**src/rtl/rv32im_decode_stage.sv**
```systemverilog
// rv32im_decode_stage: RV32IM decoder feeding a BUF_DEPTH-entry output FIFO with valid/ready handshakes
module rv32im_decode_stage #(
  parameter int PC_WIDTH  = 32,
  parameter int M_EXT     = 1,
  parameter int BUF_DEPTH = 2
) (
  input  logic                clk,
  input  logic                rst_n,
  input  logic                i_valid,
  output logic                o_ready,
  input  logic [31:0]         i_inst,
  input  logic [PC_WIDTH-1:0] i_pc,
  input  logic                i_flush,
  output logic                o_valid,
  input  logic                i_ready,
  output logic [4:0]          o_rs1_addr,
  output logic [4:0]          o_rs2_addr,
  output logic [4:0]          o_rd_addr,
  output logic [31:0]         o_imm,
  output logic [10:0]         o_opcode,
  output logic [13:0]         o_alu_op,
  output logic [7:0]          o_mul_op,
  output logic [PC_WIDTH-1:0] o_pc,
  output logic                o_illegal
);
  localparam int PW = $clog2(BUF_DEPTH);
  localparam int CW = $clog2(BUF_DEPTH + 1);
  typedef struct packed {
    logic [4:0]          rs1;
    logic [4:0]          rs2;
    logic [4:0]          rd;
    logic [31:0]         imm;
    logic [10:0]         opcode;
    logic [13:0]         alu_op;
    logic [7:0]          mul_op;
    logic [PC_WIDTH-1:0] pc;
    logic                illegal;
  } entry_t;
  function automatic logic [13:0] alu_sel(input logic [2:0] f, input logic alt);
    logic [3:0] i;
    case (f)
      3'b000:  i = alt ? 4'd1 : 4'd0;
      3'b001:  i = 4'd7;
      3'b010:  i = 4'd2;
      3'b011:  i = 4'd3;
      3'b100:  i = 4'd4;
      3'b101:  i = alt ? 4'd9 : 4'd8;
      3'b110:  i = 4'd5;
      default: i = 4'd6;
    endcase
    return 14'd1 << i;
  endfunction
  function automatic logic [13:0] br_sel(input logic [2:0] f);
    logic [3:0] i;
    case (f)
      3'b000:  i = 4'd10;
      3'b001:  i = 4'd11;
      3'b100:  i = 4'd2;
      3'b101:  i = 4'd12;
      3'b110:  i = 4'd3;
      default: i = 4'd13;
    endcase
    return 14'd1 << i;
  endfunction
  logic [6:0]  op, f7;
  logic [2:0]  f3;
  logic [31:0] imm_i, imm_s, imm_b, imm_j, imm_u, imm_z;
  logic [10:0] opc;
  logic [13:0] alu;
  logic [7:0]  mul;
  logic        ill;
  entry_t      d, h;
  assign op    = i_inst[6:0];
  assign f3    = i_inst[14:12];
  assign f7    = i_inst[31:25];
  assign imm_i = {{20{i_inst[31]}}, i_inst[31:20]};
  assign imm_s = {{20{i_inst[31]}}, i_inst[31:25], i_inst[11:7]};
  assign imm_b = {{20{i_inst[31]}}, i_inst[7], i_inst[30:25], i_inst[11:8], 1'b0};
  assign imm_j = {{12{i_inst[31]}}, i_inst[19:12], i_inst[20], i_inst[30:21], 1'b0};
  assign imm_u = {i_inst[31:12], 12'h000};
  assign imm_z = {20'h0, i_inst[31:20]};
  always_comb begin
    d     = '0;
    opc   = '0;
    alu   = '0;
    mul   = '0;
    ill   = 1'b0;
    d.rs1 = i_inst[19:15];
    d.rs2 = i_inst[24:20];
    d.rd  = i_inst[11:7];
    d.pc  = i_pc;
    case (op)
      7'b0110011: begin
        opc[0] = 1'b1;
        if (f7 == 7'b0000001) begin
          mul[f3] = 1'b1;
          ill     = (M_EXT == 0);
        end else begin
          alu = alu_sel(f3, f7[5]);
          ill = !(f7 == 7'b0 || (f7 == 7'b0100000 && (f3 == 3'b000 || f3 == 3'b101)));
        end
      end
      7'b0010011: begin
        opc[1] = 1'b1;
        d.imm  = imm_i;
        alu    = alu_sel(f3, f3 == 3'b101 && f7[5]);
        ill    = (f3 == 3'b001 && f7 != 7'b0) || (f3 == 3'b101 && f7 != 7'b0 && f7 != 7'b0100000);
      end
      7'b0000011: begin
        opc[2] = 1'b1;
        d.imm  = imm_i;
        alu[0] = 1'b1;
        ill    = f3 == 3'b011 || f3[2:1] == 2'b11;
      end
      7'b0100011: begin
        opc[3] = 1'b1;
        d.imm  = imm_s;
        alu[0] = 1'b1;
        ill    = f3 > 3'b010;
      end
      7'b1100011: begin
        opc[4] = 1'b1;
        d.imm  = imm_b;
        alu    = br_sel(f3);
        ill    = f3[2:1] == 2'b01;
      end
      7'b1101111: begin
        opc[5] = 1'b1;
        d.imm  = imm_j;
        alu[0] = 1'b1;
      end
      7'b1100111: begin
        opc[6] = 1'b1;
        d.imm  = imm_i;
        alu[0] = 1'b1;
        ill    = f3 != 3'b000;
      end
      7'b0110111: begin
        opc[7] = 1'b1;
        d.imm  = imm_u;
        alu[0] = 1'b1;
      end
      7'b0010111: begin
        opc[8] = 1'b1;
        d.imm  = imm_u;
        alu[0] = 1'b1;
      end
      7'b1110011: begin
        opc[9] = 1'b1;
        d.imm  = imm_z;
      end
      7'b0001111: begin
        opc[10] = 1'b1;
        d.imm   = imm_z;
      end
      default: ill = 1'b1;
    endcase
    d.illegal = ill;
    d.opcode  = ill ? '0 : opc;
    d.alu_op  = ill ? '0 : alu;
    d.mul_op  = ill ? '0 : mul;
  end
  entry_t         mem [BUF_DEPTH];
  logic [PW-1:0]  wr_ptr, rd_ptr;
  logic [CW-1:0]  count;
  logic           push, pop;
  assign o_ready = count < CW'(BUF_DEPTH);
  assign o_valid = count != '0;
  assign push    = i_valid && o_ready;
  assign pop     = o_valid && i_ready;
  always_ff @(posedge clk or negedge rst_n) begin
    if (!rst_n) begin
      for (int k = 0; k < BUF_DEPTH; k++) mem[k] <= '0;
      wr_ptr <= '0;
      rd_ptr <= '0;
      count  <= '0;
    end else if (i_flush) begin
      wr_ptr <= '0;
      rd_ptr <= '0;
      count  <= '0;
    end else begin
      if (push) begin
        mem[wr_ptr] <= d;
        wr_ptr      <= wr_ptr + PW'(1);
      end
      if (pop) rd_ptr <= rd_ptr + PW'(1);
      count <= count + CW'(push) - CW'(pop);
    end
  end
  assign h          = mem[rd_ptr];
  assign o_rs1_addr = h.rs1;
  assign o_rs2_addr = h.rs2;
  assign o_rd_addr  = h.rd;
  assign o_imm      = h.imm;
  assign o_opcode   = h.opcode;
  assign o_alu_op   = h.alu_op;
  assign o_mul_op   = h.mul_op;
  assign o_pc       = h.pc;
  assign o_illegal  = h.illegal;
endmodule

```
**config.mk**
```make
export PLATFORM = sky130hd
export DESIGN_NAME = rv32im_decode_stage
export DESIGN_NICKNAME = d
export VERILOG_FILES = /design/src/rtl/rv32im_decode_stage.sv
export SDC_FILE = /design/constraint.sdc
export NUM_CORES = 1
export LEC_CHECK = 0
export BUFFER_PORTS_ARGS = -buffer_cell sky130_fd_sc_hd__buf_2
export CAP_MARGIN = 20
export CORE_UTILIZATION = 51
export DETAILED_ROUTE_END_ITERATION = 16
export GPL_TIMING_DRIVEN = 0
export PLACE_DENSITY = 0.76
export SETUP_SLACK_MARGIN = 0.05
export SLEW_MARGIN = 20
export SYNTH_ARGS = -nofsm -noshare
export SYNTH_HDL_FRONTEND = slang
export SYNTH_SLANG_ARGS = --single-unit
```
**constraint.sdc**
```tcl
create_clock -name clk -period 1.85 [get_ports clk]
set_input_delay 0 -clock clk [delete_from_list [all_inputs] [get_ports clk]]
set_output_delay 0 -clock clk [all_outputs]
set_load 0.03 [all_outputs]
```
# [Word-level counts from Yosys, hierarchy flattened]
# Index checks and enable logic that the tools add are counted.
[totals] register_bits=230 wordCells=133 input_bits=69 out_inout_bits=115
[classes] eq_ne=22 n_addsub=4 bitwise_logic=3 muxes=46 reduce_logical=27 n_lt_le_gt_ge=7 shift=3
[op_table] cell="113-bit two-way mux" n=4
[op_table] cell="226-bit bitwise mux" n=1
[op_table] cell="32-bit one-hot mux with 6 select lines" n=1
[op_table] cell="113-bit demux with 1-bit select" n=1
[op_table] cell="4-bit one-hot mux with 7 select lines" n=2
[op_table] cell="1-bit by 4-bit left shift with 14-bit output (first input constant)" n=3
[op_table] cell="13-bit one-hot mux with 3 select lines" n=1
[op_table] cell="7-bit by 6-bit == test with 1-bit output (second input constant)" n=4
[op_table] cell="7-bit == test (second input constant)" n=4
[op_table] cell="14-bit two-way mux" n=2
[op_table] cell="8-bit two-way mux" n=3
[op_table] cell="1-bit two-way mux" n=21
[op_table] cell="4-bit one-hot mux with 5 select lines" n=1
[op_table] cell="4-bit two-way mux" n=4
[op_table] cell="7-bit by 5-bit == test with 1-bit output (second input constant)" n=2
[op_table] cell="11-bit two-way mux" n=1
[op_table] cell="3-bit == test (second input constant)" n=3
[op_table] cell="1-bit logical AND" n=9
[op_table] cell="7-bit by 1-bit == test with 1-bit output (second input constant)" n=1
[op_table] cell="7-bit by 2-bit == test with 1-bit output (second input constant)" n=1
[op_table] cell="7-bit by 4-bit == test with 1-bit output (second input constant)" n=1
[op_table] cell="7-bit logical NOT" n=1
[op_table] cell="7-bit by 6-bit inequality test with 1-bit output (second input constant)" n=1
[op_table] cell="1-bit one-hot mux with 7 select lines" n=1
[op_table] cell="other kinds (29)" n=39

# [Longest topological paths before layout]
[logic_depth] ltp_word=9 depth_mapped=9 ltp_nobuf=7

# [Worst setup path after synthesis]
# OpenSTA, ideal clock, no wires.
[synth_path] path_kind="flip-flop to flip-flop" from="reg count[1]" to="reg mem[131] in the netlist's numbering" path_stages_with_launch=8 n_path_buf=3 synth_period_minus_slack_ns=1.815 slack_ns=0.035 arrival_time_ns=1.750 setup_ns=0.065 t_required_ns=1.785 cell_sequence="dfrtp_1 > nand2b_1 > clkbuf_1 > nor3_1 > clkbuf_1 > clkbuf_1 > nand2_1 > nand2_1"
[synth_between] elab_chain_len=3
[synth_lines] element="start: declaration" line="165" source="logic [CW-1:0] count;"
[synth_lines] element="start signal: assignment" line="187" source="count <= count + CW'(push) - CW'(pop);"
[synth_lines] element="2-bit less-than comparator" line="167" source="assign o_ready = count < CW'(BUF_DEPTH);"
[synth_lines] element="1-bit logical AND" line="169" source="assign push = i_valid && o_ready;"
[synth_lines] element="2-bit AND reduction (no line)"
[synth_lines] element="end signal: indexed assignment" line="183" source="mem[wr_ptr] <= d;"
[synth_lines] element="end: declaration" line="163" source="entry_t mem [BUF_DEPTH];"
# Every way passes these cells.
# A chain may end at the register's enable or synchronous reset.

# [Final worst setup path]
[layout_path] from="reg rd_ptr" to="out o_imm[26]"
[layout_between] elab_chain_len=4
[layout_lines] element="start: declaration" line="164" source="logic [PW-1:0] wr_ptr, rd_ptr;"
[layout_lines] element="start signal: assignment" line="186" source="if (pop) rd_ptr <= rd_ptr + PW'(1);"
[layout_lines] element="1-bit inverter with 2-bit output (implied by the code)" line="190" source="assign h = mem[rd_ptr];"
[layout_lines] element="113-bit two-way mux (implied by the code) (3 in series)" line="190"
[layout_lines] element="end: declaration" line="19" source="output logic [31:0] o_imm,"
# Every way passes these cells. The select of a mux whose other input is x is not followed.

==> results.md <==
* Die Wd at around 150 µm
* Cell taking the most area after synthesis: dfrtp_1
* PortBufs at roughly 180
* Hpwl dp at 21,400 µm
* Starting Density at 52.7%
* Core Box Area at approximately 20,000 µm²
* First-pass GRT wire length at roughly 54,000 µm
* Number of inserted diodes at 0
* Final min period at 1.87 ns
* Area Growth Syn to Fin at 36.8%
* Vias at ~10,000
* CP Max Fanout at 9
* Largest net degree at the start of global routing at 99
* Die area at about 22,000 µm²
* DR vias/cell at slightly below 6
* Seq cells post-synth at 230
* # rows at 52
* Top cell type's share of synthesized area at 53.3%
* WHS at 0.0562 ns
* Nets at 1,506
* MaxCap Viol Count at 0
* GP Congestion at 0.927
* Setup WS post-layout at -0.0166 ns
* Final setup fails at 15
* Final Power at 20.4 mW
* Initial antenna violation count at 0
* Clock Tree Root: clkbuf_16
* Gr usage total at 31.7%
* Placed Area at 12,100 µm²
* CTS tree: yes
* Reg2reg path depth at 7
* Post-synthesis sequential area ratio at a little over half
* Syn Area/Cell at just over 9 µm²
* Reg2Reg Setup Slack at ~0.070 ns
* CTS max path bufs at 3
* Clk_skew at 0.0107 ns
* Least-Margin Pin Slew at 0.842 ns
* Critical Path Source: rd_ptr$_DFFE_PN0P_
* Average wire per cell in the routed design at 20.2 µm
* CTS clk-pin slew, worst paths at roughly 0.06 ns
* Leak pwr at just over 7 nW
* Clock sink total at 230
* CP Class: reg -> out
* Yosys warns at 0
* Crit-path cells: clkbuf_16 -> clkbuf_16 -> mux2_2 -> buf_6
* Share of cells above drive strength 1 at 30.1%
* Slew Limit Fails at 0
* Cells after Synth at 1,156
* Critical Path Sink: o_imm[26]
* Worst vdd ir at 0.00125 V
* Final instance area at between 10,000 and 15,000 µm²
* Worst hold path type: in -> reg
* Synth Flop Type: dfrtp_1
* Starting DRC count in detailed routing at 791
* CP required at 1.85 ns
* Asr flop ratio synth at 100%
* Residual DRC count at 0
* Largest cells by area after synthesis: dfrtp_1 (53%), nand2_1 (15%), mux2_2 (12%), o21ai_1 (3.7%), clkbuf_1 (2.7%)
* Startpoint Class: flop
* Antenna Violating Nets Remaining at 0
* Slowest Stage Delay on Critical Path at around 0.45 ns
* Latest clock arrival within the worst-skew pair at 0.52 ns
* Vias in the first global route at 9,948
* Status: finished with violations
* Max_slew headroom at 43.4%
* Commonest non-fill, non-tap cells in the layout: nand2_1 (419), dfrtp_1 (229), buf_2 (109), o21ai_1 (78), mux2_2 (72)
* Unique cell type count in the Yosys netlist at 47
* DR pass1 iterations at 7
* Worst r2r src: count[1]$_DFF_PN0_
* H-tree Lvls at 1
* Final period utilization at 101%
* Die height at 148 µm
* Final wirelength at approximately 35,000 µm
* RSZ-0062 raised after global routing: true
* Post-synthesis instance area at 10,800 µm²
* Crit path capture type: output pin
* Post-synth EDFFs at 0
* Syn_nets at 1,227
* CTS buffer count at 25
* I/O pins at roughly 180
* Critical-path top delay cell: dfrtp_2
* F_max at 536 MHz
* Commonest non-fill, non-tap cell in the layout: nand2_1
* GRT overflow at 0
* Violated checks: setup timing
* Critical Path AT at 1.87 ns
* Cell Pwr Density at 1380 nW/µm²
* CP dominant cell by count: clkbuf_16
* Hold Fails Final Rpt at 0
* R2R Path End: mem[221]$_DFFE_PN0P_
-- cell usage after synthesis, drive strengths merged, types with 2 or more instances --
master,number
and2,5
nor2b,8
o21ai,105
or2,2
nor3,6
dfrtp,230
nor3b,2
a22o,12
inv,5
and3b,3
a21oi,34
mux2,115
nand4,9
a22oi,6
buf,8
a21o,2
nand2b,7
nor2,27
o31ai,16
or4,3
o2111ai,3
and3,2
a32oi,3
ha,2
nand3,20
o211ai,3
xor2,4
a2111oi,2
xnor2,2
clkbuf,77
or3,2
nand2,421
a211oi,3
-- worst min path at each step --
stage               startpoint                   end  slack (ns)  cells past startpoint
floorplan                rst_n    count[0]$_DFF_PN0_       -0.30                      0
global placement      i_pc[21]   mem[22]$_DFFE_PN0P_        0.21                      3
detailed placement       rst_n   mem[81]$_DFFE_PN0P_         0.1                      1
CTS                  i_inst[2]  mem[169]$_DFFE_PN0P_        0.04                      5
global route         i_inst[2]  mem[169]$_DFFE_PN0P_        0.07                      5
finish               i_inst[2]   mem[56]$_DFFE_PN0P_        0.06                      5
-- metrics by stage --
stage | setup WS, ns | TNS, ns | utilization [%] | cells
final | -0.0166 | -0.153 | 72.2 | 1720
after global routing | -0.0405 | -1.13 | 72.2 | 1720
after floorplan | 0.0352 | 0 | - | 1156
after detailed placement | -0.873 | -141.58 | 59.0 | 1606
after global placement | -3.26 | -881.27 | 58.7 | 1604
after CTS | -0.0131 | -0.0561 | 71.5 | 1718
-- area by class of cell --
type / instances / area (µm²)
well taps: 270 / 338
multi-input cells: 837 / 4930
fillers: 1420 / 5710
inverters: 5 / 18.8
clock inverters: 9 / 145
repair buffers: 254 / 2140
clock buffers: 33 / 716
flip-flops and latches: 230 / 5760
plain buffers: 82 / 743
-- registers in the layout, indices dropped and copies added, names as in the netlist --
| register | count |
|---|---|
| count | 2 |
| mem | 226 |
| rd_ptr | 1 |
| wr_ptr | 1 |
-- critical path, delay by kind of cell, from the launching register on --
family / cells / cell delay (ns)
multiplexers: 1 / 0.35
flip-flops: 1 / 0.45
buffers and inverters: 3 / 0.54
-- routing by layer --
layer	vias to the layer above	global-route usage (%)	wire [µm]	share of wire, %
met1	4937	43.3	14100	41
met5	-	0	0	0
met4	0	14.7	1640	4.7
met3	110	4.85	2630	7.6
li1	4439	-	-	-
met2	488	50.0	16300	47
-- power breakdown --
group | internal, mW | switching (mW) | total, mW
combinational | 3.34 | 4.69 | 8.03
clock | 3.25 | 2.03 | 5.28
sequential | 6.31 | 0.759 | 7.07
-- what timing repair did --
item | in CTS | in global routing
hold endpoints to repair | 249 | 0
gates resized for setup | 294 | 53
endpoints found under the setup margin | 338 | 274
buffers inserted | 6 | 0
hold buffers | 60 | 0
pin swaps | 3 | 3
gates cloned | 7 | 2
-- cells by family after synthesis --
kind of cell	after synthesis	synth area share, %
compound gates	193	10.9
xor+xnor	6	0.486
fa+ha+maj	2	0.232
buf+inv	90	3.18
flops	230	53.3
mux	115	12.0
simple gates	520	19.9
Power figures use the tool's default switching activity.
